<file path="src/rtl/contador_param.sv">
// contador_param: modulo up/down counter with prescaler tick, load and 7-seg.
// Define CONTADOR_PARAM_SATURATE_EN to hold at the ends instead of wrapping.
module contador_param #(
  parameter int WIDTH  = 4,
  parameter int MODULO = 10,
  parameter int DIV    = 50000000
) (
  input  logic             CLOCK_50,
  input  logic             reset,
  input  logic             enable,
  input  logic             up_down,
  input  logic             load,
  input  logic [WIDTH-1:0] load_val,
  output logic [WIDTH-1:0] q,
  output logic             tick,
  output logic             tc,
  output logic [0:6]       HEX0,
  output logic [0:6]       HEX1
);

  localparam int PW = (DIV > 1) ? $clog2(DIV) : 1;
  localparam logic [PW-1:0]    P_MAX = PW'(DIV - 1);
  localparam logic [WIDTH-1:0] Q_MAX = WIDTH'(MODULO - 1);
  localparam logic [WIDTH:0]   MOD_X = (WIDTH+1)'(MODULO);

  logic [PW-1:0]    p;
  logic             step;
  logic             at_end;
  logic [WIDTH-1:0] q_step;
  logic [WIDTH-1:0] q_load;
  logic [7:0]       q8;

  assign tick   = (p == P_MAX);
  assign step   = tick & enable & ~load;
  assign at_end = up_down ? (q == Q_MAX) : (q == '0);
  assign q_load = ({1'b0, load_val} >= MOD_X) ? Q_MAX : load_val;

  always_comb begin
    q_step = q;
    if (at_end) begin
`ifdef CONTADOR_PARAM_SATURATE_EN
      q_step = q;
`else
      q_step = up_down ? '0 : Q_MAX;
`endif
    end else begin
      q_step = up_down ? q + 1'b1 : q - 1'b1;
    end
  end

  // free-running prescaler, independent of enable/load
  always_ff @(posedge CLOCK_50 or posedge reset) begin
    if (reset) begin
      p <= '0;
    end else if (p == P_MAX) begin
      p <= '0;
    end else begin
      p <= p + 1'b1;
    end
  end

  always_ff @(posedge CLOCK_50 or posedge reset) begin
    if (reset) begin
      q  <= '0;
      tc <= 1'b0;
    end else if (load) begin
      q  <= q_load;
      tc <= 1'b0;
    end else if (step) begin
      q  <= q_step;
      tc <= at_end;
    end else begin
      tc <= 1'b0;
    end
  end

  function automatic logic [0:6] seg7(input logic [3:0] d);
    logic [0:6] s;
    case (d)
      4'h0:    s = 7'b0000001;
      4'h1:    s = 7'b1001111;
      4'h2:    s = 7'b0010010;
      4'h3:    s = 7'b0000110;
      4'h4:    s = 7'b1001100;
      4'h5:    s = 7'b0100100;
      4'h6:    s = 7'b0100000;
      4'h7:    s = 7'b0001111;
      4'h8:    s = 7'b0000000;
      4'h9:    s = 7'b0000100;
      4'hA:    s = 7'b0001000;
      4'hB:    s = 7'b1100000;
      4'hC:    s = 7'b0110001;
      4'hD:    s = 7'b1000010;
      4'hE:    s = 7'b0110000;
      default: s = 7'b0111000;
    endcase
    return s;
  endfunction

  assign q8   = 8'(q);
  assign HEX0 = seg7(q8[3:0]);
  assign HEX1 = seg7(q8[7:4]);

endmodule

</file>
<file path="config.mk">
export PLATFORM = sky130hd
export DESIGN_NAME = contador_param
export DESIGN_NICKNAME = d
export VERILOG_FILES = /design/src/rtl/contador_param.sv
export SDC_FILE = /design/constraint.sdc
export NUM_CORES = 1
export LEC_CHECK = 0
export ABC_AREA = 1
export CAP_MARGIN = 20
export CORE_AREA = 2 2 66 68
export DETAILED_ROUTE_END_ITERATION = 10
export DIE_AREA = 0 0 68 70
export MAX_ROUTING_LAYER = met4
export PLACE_DENSITY = 0.77
export SETUP_SLACK_MARGIN = 0.3
export SYNTH_ARGS = -nofsm -noshare
export SYNTH_HDL_FRONTEND = slang
export SYNTH_SLANG_ARGS = --single-unit
</file>
<file path="constraint.sdc">
create_clock -name CLOCK_50 -period 2.1 [get_ports CLOCK_50]
set_input_delay 0.42 -clock CLOCK_50 [delete_from_list [all_inputs] [get_ports CLOCK_50]]
set_output_delay 0.42 -clock CLOCK_50 [all_outputs]
set_load 0.02 [all_outputs]
</file>
==> insert_results.sql, run 1 <==
INSERT INTO impl_metrics (metric_group, metric, value, unit) VALUES
('worst_setup_path', 'startpoint_type', 'register', ''),
('timing', 'max_freq', '504', 'MHz'),
('power', 'p_switching', '536', 'µW'),
('cells_and_area', 'final_nets', '388', ''),
('worst_setup_path', 'worst_setup_path_end_kind', 'primary output', ''),
('worst_setup_path', 'crit_path_most_repeated_cell', 'sky130_fd_sc_hd__inv_1', ''),
('synth', 'yosys.area_share.adder', '6.26', '%'),
('timing', 'number_of_setup_violations_in_the_final_report', '0', ''),
('worst_hold_path', 'hp-class', 'in -> async', ''),
('worst_setup_path', 'slowest_stage', 'sky130_fd_sc_hd__dfrtp_1', ''),
('cells_and_area', 'area_growth', '37.4', '%'),
('timing', 'period_minus_slack', '1.98', 'ns'),
('placed_design', 'postPlaceCellArea', '2610', 'µm²'),
('detailed_routing', 'via_count', '2174', ''),
('power', 'power_density', '549', 'nW/µm²'),
('cts', 'tritoncts.num_buffers', '5', ''),
('synth', 'synth_unique_cells', '26', ''),
('power', 'seq_power_share', '39.1', '%'),
('grt', 'total_overflow_reported_by_the_global_router', '0', ''),
('timing', 'layout_worst_path_cycle_share', '94.4', '%'),
('flow_run', 'number_of_max_cap_violations', '0', ''),
('grt', 'initial_antenna_violation_count', '0', ''),
('cts', 'tritoncts_clock_tree', 'built', ''),
('synth', 'dominant_combinational_cell_family_by_area_after_synthesis', 'simple AND/OR/NAND/NOR gates', ''),
('worst_setup_path', 'cpPeakStageDelay', '0.39', 'ns'),
('cells_and_area', 'diodes', '0', ''),
('synth', 'synth_flop_cell', 'sky130_fd_sc_hd__dfrtp_1', ''),
('synth', 'ys_seq_elements', '31', ''),
('cells_and_area', 'mostFrequentLayoutCell', 'sky130_fd_sc_hd__nand2_1', ''),
('detailed_routing', 'drtIter0Drc', '147', ''),
('floorplan', 'fp.coreArea', '4140', 'µm²'),
('worst_setup_path', 'critical_path_peak_fanout', '4', ''),
('power', 'p_clk_share', '29.1', '%'),
('cells_and_area', 'layout.filler_cells', '333', ''),
('synth', 'synth-warning-count', '0', ''),
('cells_and_area', 'final_layout_size_suffix_gt1_share', '30.5', '%'),
('floorplan', 'floorplan.die.width', '68', 'µm'),
('power', 'p_int', '1060', 'µW'),
('synth', 'yosys.area_share.simple', '34.0', '%'),
('power', 'p_leak', '0.00143', 'µW'),
('placed_design', 'place_congestion', '1.00', ''),
('cts', 'later_pin_clock_latency_in_the_skew_report', '0.29', 'ns'),
('synth', 'seq_area_frac_synth', '36.6', '%'),
('cts', 'postCtsHoldBufs', '0', ''),
('synth', 'post_synth_mux_area_share', '0', '%'),
('timing', 'worst_clock_skew', '0.00509', 'ns'),
('cts', 'ctsLongestPathBuffers', '2', ''),
('grt', 'globalRouteTotalUtil', '26.4', '%'),
('detailed_routing', 'detail_route.first_pass.iterations', '4', ''),
('timing', 'final_hold_viol_count', '0', ''),
('synth', 'synth_xor_area_share', '4.14', '%'),
('floorplan', 'design.portCount', '29', ''),
('timing', 'totalNegativeSetupSlack', '0', 'ns'),
('floorplan', 'die_area', '4760', 'µm²'),
('grt', 'grt_first_pass_wirelength', '9250', 'µm'),
('timing', 'setup_repair_after_global_routing_missed_its_margin', 'true', ''),
('synth', 'ys_async_rst_share', '100', '%'),
('cts', 'ctsHtreeMaxLevel', '2', ''),
('detailed_routing', 'routed_wire_length_per_instance', '13.4', 'µm'),
('cts', 'tritoncts_num_sinks', '31', ''),
('run_status', 'outcome', 'finished, final reports clean', ''),
('floorplan', 'initial_core_util', '51.1', '%'),
('floorplan', 'rows', '24', ''),
('detailed_routing', 'routed_via_count_divided_by_cell_count', '5.15', ''),
('power', 'pwr-share-comb', '31.7', '%'),
('cells_and_area', 'finish.utilization', '70.2', '%'),
('detailed_routing', 'drtAntennaViolNets', '0', ''),
('worst_setup_path', 'crit_arrival', '1.56', 'ns'),
('synth', 'synth_enable_flop_cells', '0', ''),
('floorplan', 'die-height', '70', 'µm'),
('worst_setup_path', 'critical_path_class', 'reg -> out', '');
-- cell usage after synthesis, types with 2 or more instances --
| cell type | n | area share, % |
|---|---|---|
| sky130_fd_sc_hd__conb_1 | 2 | 0.35 |
| sky130_fd_sc_hd__dfrtp_1 | 31 | 37 |
| sky130_fd_sc_hd__nand3b_1 | 2 | 0.71 |
| sky130_fd_sc_hd__buf_4 | 7 | 2.5 |
| sky130_fd_sc_hd__xnor2_1 | 4 | 1.7 |
| sky130_fd_sc_hd__nor3_1 | 4 | 0.95 |
| sky130_fd_sc_hd__nor2_1 | 50 | 8.9 |
| sky130_fd_sc_hd__o21ai_0 | 16 | 3.8 |
| sky130_fd_sc_hd__a21oi_1 | 19 | 4.5 |
| sky130_fd_sc_hd__inv_1 | 40 | 7.1 |
| sky130_fd_sc_hd__nor2_4 | 2 | 1.1 |
| sky130_fd_sc_hd__nand4_1 | 5 | 1.5 |
| sky130_fd_sc_hd__nand3_2 | 3 | 1.4 |
| sky130_fd_sc_hd__nand2_1 | 70 | 12 |
| sky130_fd_sc_hd__nor2_2 | 5 | 1.5 |
| sky130_fd_sc_hd__xor2_1 | 6 | 2.5 |
| sky130_fd_sc_hd__nand3_1 | 17 | 4.0 |
| sky130_fd_sc_hd__ha_1 | 9 | 5.3 |
| sky130_fd_sc_hd__or2_2 | 2 | 0.59 |
-- metal layers --
| metal | share of wire (%) | vias to the layer above | global-route usage (%) |
|---|---|---|---|
| met5 | 0 | - | - |
| met4 | 2.3 | 0 | 10.7 |
| met3 | 5.2 | 15 | 6.76 |
| met2 | 51 | 68 | 41.1 |
| met1 | 42 | 1017 | 32.3 |
| li1 | - | 1074 | - |
-- power by group through the flow --
stage	Sequential [µW]	Combinational, µW	Clock (µW)
global placement	638	397	0
CTS	622	454	468
floorplan	650	222	0
global route	625	551	496
finish	625	507	465
detailed placement	638	399	0
-- final cells by class --
cell class | count | area [µm²] | share of cell area, %
clock buffer | 5 | 68.8 | 2.37
clock inverter | 3 | 15.0 | 0.516
inverter | 40 | 155 | 5.33
multi-input combinational | 226 | 1290 | 44.4
sequential | 31 | 778 | 26.8
tap | 52 | 65.1 | 2.24
timing repair buffer | 65 | 536 | 18.4
-- worst reg2reg max path, cell delays in order, from the launching register on --
cell                      delay (ns)
sky130_fd_sc_hd__dfrtp_2        0.46
sky130_fd_sc_hd__buf_4          0.16
sky130_fd_sc_hd__buf_4          0.15
sky130_fd_sc_hd__fa_2           0.37
sky130_fd_sc_hd__a21oi_2        0.13
sky130_fd_sc_hd__o21ai_0        0.09
sky130_fd_sc_hd__o22ai_1        0.15
sky130_fd_sc_hd__nand2_1        0.07
sky130_fd_sc_hd__o21ai_0        0.06
-- cells by family (layout without fill, tap and decap cells) --
group	Yosys count	count (layout)
AO/OA/AOI/OAI	36	36
XOR/XNOR	10	10
adder cells (fa/ha/maj)	10	10
buffers and inverters	49	113
flip-flops	31	31
other	2	7
AND/OR/NAND/NOR	163	163
-- per-stage QoR --
stage	worst slack, ns	std cells	hold WS (ns)
after floorplan	0.300	306	0.453
after global placement	-0.0260	403	0.492
after detailed placement	-0.0534	403	0.491
after CTS	0.140	418	0.504
after global routing	0.0502	422	0.547
final	0.117	422	0.496
-- state kept, by name, indices dropped and copies added (netlist names) --
register and cells:
p 26, tc 1, q 4
-- worst paths after layout --
path                             from  endpoint  slack (ns)  cells after the start
worst max-delay path            p[24]      tick        0.12                      6
worst max register to register   q[0]      q[2]        0.38                      8
worst min-delay path            reset      p[3]        0.50                      3
max in group asynchronous       reset      q[2]        1.29                      3
worst min register to register   p[4]      p[4]        0.50                      1
min in group CLOCK_50            p[4]      p[4]        0.50                      1
-- repair_timing --
action | 4_1_cts | 5_1_grt
pin swaps | 4 | 12
gates resized for setup | 66 | 37
setup endpoints to repair | 12 | 17
setup buffers | 7 | 4
Power figures use the tool's default switching activity.
==> run 2, diff against run 1 <==
--- a/config.mk
+++ b/config.mk
@@ -12,7 +12,7 @@
 export DIE_AREA = 0 0 68 70
 export MAX_ROUTING_LAYER = met4
 export PLACE_DENSITY = 0.77
-export SETUP_SLACK_MARGIN = 0.3
+export SLEW_MARGIN = 10
 export SYNTH_ARGS = -nofsm -noshare
 export SYNTH_HDL_FRONTEND = slang
 export SYNTH_SLANG_ARGS = --single-unit
==> run 2 against run 1 <==
Fmax is 1.9% lower. Critical path depth fell by 1. Die area stayed put. Power shrank 8.2%. Via count fell by 5.5%. Final area shrank 7.9%.
==> insert_results.sql, run 2 (synthesis results as in run 1) <==
INSERT INTO impl_metrics (metric_group, metric, value, unit) VALUES
('worst_setup_path', 'crit-reg2reg-capture', 'q[2]', ''),
('grt', 'total_overflow_reported_by_the_global_router', '0', ''),
('cts', 'tritoncts_clock_tree', 'built', ''),
('power', 'vdd.ir_drop.worst', '0.000448', 'V'),
('worst_setup_path', 'critical_path_peak_fanout', '4', ''),
('power', 'power_density', '547', 'nW/µm²'),
('timing', 'final_critical_path_setup_slack', '0.0789', 'ns'),
('timing', 'max_freq', '495', 'MHz'),
('worst_setup_path', 'crit_arrival', '1.60', 'ns'),
('worst_setup_path', 'crit_path_most_repeated_cell', 'sky130_fd_sc_hd__a21oi_1', ''),
('detailed_routing', 'detail_route.first_pass.iterations', '4', ''),
('placed_design', 'worst_setup_slack_before_clock_tree_synthesis', '-0.0875', 'ns'),
('worst_hold_path', 'hp_start', 'p[4]', ''),
('timing', 'totalNegativeSetupSlack', '0', 'ns'),
('grt', 'pin_count_of_the_biggest_net_entering_global_routing', '32', ''),
('timing', 'period_minus_slack', '2.02', 'ns'),
('detailed_routing', 'routed_via_count_divided_by_cell_count', '4.99', ''),
('cts', 'clkTransAtPathRegs', '0.06', 'ns'),
('cells_and_area', 'multi_input_area', '1160', 'µm²'),
('worst_setup_path', 'cp.required', '1.68', 'ns'),
('worst_setup_path', 'slowest_stage', 'sky130_fd_sc_hd__dfrtp_1', ''),
('cts', 'later_pin_clock_latency_in_the_skew_report', '0.28', 'ns'),
('power', 'p_clk_share', '32.4', '%'),
('cells_and_area', 'regMostFlops', 'p', ''),
('floorplan', 'floorplan.die.width', '68', 'µm'),
('cells_and_area', 'area_growth', '26.5', '%'),
('cells_and_area', 'mostFrequentLayoutCell', 'sky130_fd_sc_hd__nand2_1', ''),
('floorplan', 'die_area', '4760', 'µm²'),
('grt', 'grt_first_pass_wirelength', '8580', 'µm'),
('floorplan', 'die-height', '70', 'µm'),
('grt', 'initial_antenna_violation_count', '0', ''),
('timing', 'worst_clock_skew', '0.00635', 'ns'),
('timing', 'layout_worst_path_cycle_share', '96.2', '%'),
('cts', 'postCtsHoldBufs', '0', ''),
('placed_design', 'place.detailed.hpwl', '3880', 'µm'),
('floorplan', 'fp.coreArea', '4140', 'µm²'),
('floorplan', 'initial_core_util', '51.1', '%'),
('placed_design', 'placement.io_buffers', '21', ''),
('cts', 'tritoncts.num_buffers', '5', ''),
('timing', 'final_hold_viol_count', '0', ''),
('run_status', 'outcome', 'finished, final reports clean', ''),
('power', 'seq_power_share', '42.7', '%'),
('cts', 'ctsHtreeMaxLevel', '2', ''),
('grt', 'vias_in_the_first_global_route', '1984', ''),
('worst_setup_path', 'crit-reg2reg-launch', 'q[0]', ''),
('worst_setup_path', 'critical_path.top_delay_family', 'flip-flops', ''),
('detailed_routing', 'drc_errors', '0', ''),
('power', 'pwr-share-comb', '24.8', '%'),
('cells_and_area', 'layout.filler_cells', '379', ''),
('detailed_routing', 'via_count', '2054', ''),
('worst_setup_path', 'critical_path.cell_chain', 'ha_1 > inv_1 > a21oi_1 > a21oi_1 > dlygate4sd2_1', ''),
('grt', 'globalRouteTotalUtil', '24.7', '%'),
('worst_setup_path', 'cp_num_buf_inv', '2', ''),
('cells_and_area', 'diodes', '0', ''),
('cts', 'cts_root_buffer', 'sky130_fd_sc_hd__clkbuf_8', ''),
('power', 'sw_frac_of_total', '30.9', '%'),
('power', 'power', '1470', 'µW'),
('timing', 'maxSlewViolCount', '0', ''),
('placed_design', 'place_congestion', '1.00', ''),
('worst_setup_path', 'startpoint_type', 'register', ''),
('cts', 'ctsLongestPathBuffers', '2', ''),
('cells_and_area', 'seqCellArea', '776', 'µm²'),
('floorplan', 'design.portCount', '29', ''),
('placed_design', 'dp_cells', '404', ''),
('detailed_routing', 'drtIter0Drc', '152', ''),
('worst_setup_path', 'r2r.worst_path.cells', '8', ''),
('timing', 'number_of_setup_violations_in_the_final_report', '0', ''),
('worst_hold_path', 'whs_endpoint', 'p[4]', ''),
('flow_run', 'number_of_max_cap_violations', '0', ''),
('worst_hold_path', 'hold-path-cell-count', '1', ''),
('cells_and_area', 'final_layout_size_suffix_gt1_share', '19.2', '%'),
('worst_hold_path', 'hp-class', 'reg -> reg', ''),
('detailed_routing', 'drtAntennaViolNets', '0', ''),
('cells_and_area', 'layout.cells.most_common_list', 'sky130_fd_sc_hd__nand2_1 (70), sky130_fd_sc_hd__nor2_1 (47), sky130_fd_sc_hd__inv_1 (39)', ''),
('cells_and_area', 'largest_register_ff_count', '26', ''),
('detailed_routing', 'routed_wire_length_per_instance', '12.2', 'µm'),
('worst_setup_path', 'critical_path_class', 'reg -> out', ''),
('cts', 'tritoncts_num_sinks', '31', ''),
('cells_and_area', 'top_regs', 'p x26, q x4, tc x1', ''),
('floorplan', 'rows', '24', ''),
('timing', 'finalHoldWorstSlack', '0.510', 'ns'),
('worst_setup_path', 'setup.reg_to_reg.worst_slack', '0.35', 'ns'),
('cells_and_area', 'final-instance-count-excl-fill', '412', ''),
('power', 'p_int', '1010', 'µW'),
('detailed_routing', 'wirelength', '5040', 'µm'),
('worst_setup_path', 'cpPeakStageDelay', '0.43', 'ns'),
('cells_and_area', 'final_nets', '379', ''),
('power', 'p_leak', '0.00133', 'µW'),
('power', 'p_switching', '453', 'µW'),
('worst_setup_path', 'worst_setup_path_end_kind', 'primary output', '');
run 2: layer usage:
metal / vias up / share of wire, % / track usage (%)
li1: 1050 / - / -
met5: - / 0 / -
met1: 939 / 45 / 32.2
met2: 56 / 49 / 38.4
met4: 0 / 1.9 / 7.78
met3: 9 / 4.6 / 4.83
run 2: repair_timing:
action / 4_1_cts / 5_1_grt
gates resized for setup: 18 / 18
buffers inserted: 1 / 0
hold endpoints to repair: 0 / 0
endpoints found under the setup margin: 8 / 8
run 2: worst max path at each step:
stage	startpoint	cells past startpoint	endpoint	slack (ns)
3_5_place_dp	p[9]	8	tick	-0.09
3_3_place_gp	p[9]	8	tick	-0.06
5_1_grt	q[0]	5	HEX0[2]	-0.004
2_1_floorplan	q[1]	6	HEX0[0]	0.09
6_report	q[0]	5	HEX0[2]	0.08
4_1_cts	p[9]	8	tick	0.006
run 2: area by class of cell:
type                       instances  area share [%]
clock buffer                       6            3.08
multi-input combinational        226            43.4
tap                               52            2.43
clock inverter                     1           0.187
timing repair buffer              56            16.3
sequential                        31            29.0
inverter                          40            5.60
run 2: power by group through the flow:
stage | clock (µW) | sequential (µW) | combinational (µW)
floorplan | 0 | 650 | 212
global placement | 0 | 637 | 381
detailed placement | 0 | 636 | 387
CTS | 491 | 625 | 377
global route | 502 | 627 | 409
finish | 475 | 626 | 364
run 2: stage by stage:
step,cell area (µm²),utilization [%]
global route,2680,64.6
detailed placement,2610,62.9
floorplan,2140,-
CTS,2710,65.3
global placement,2610,62.9
finish,2680,64.6
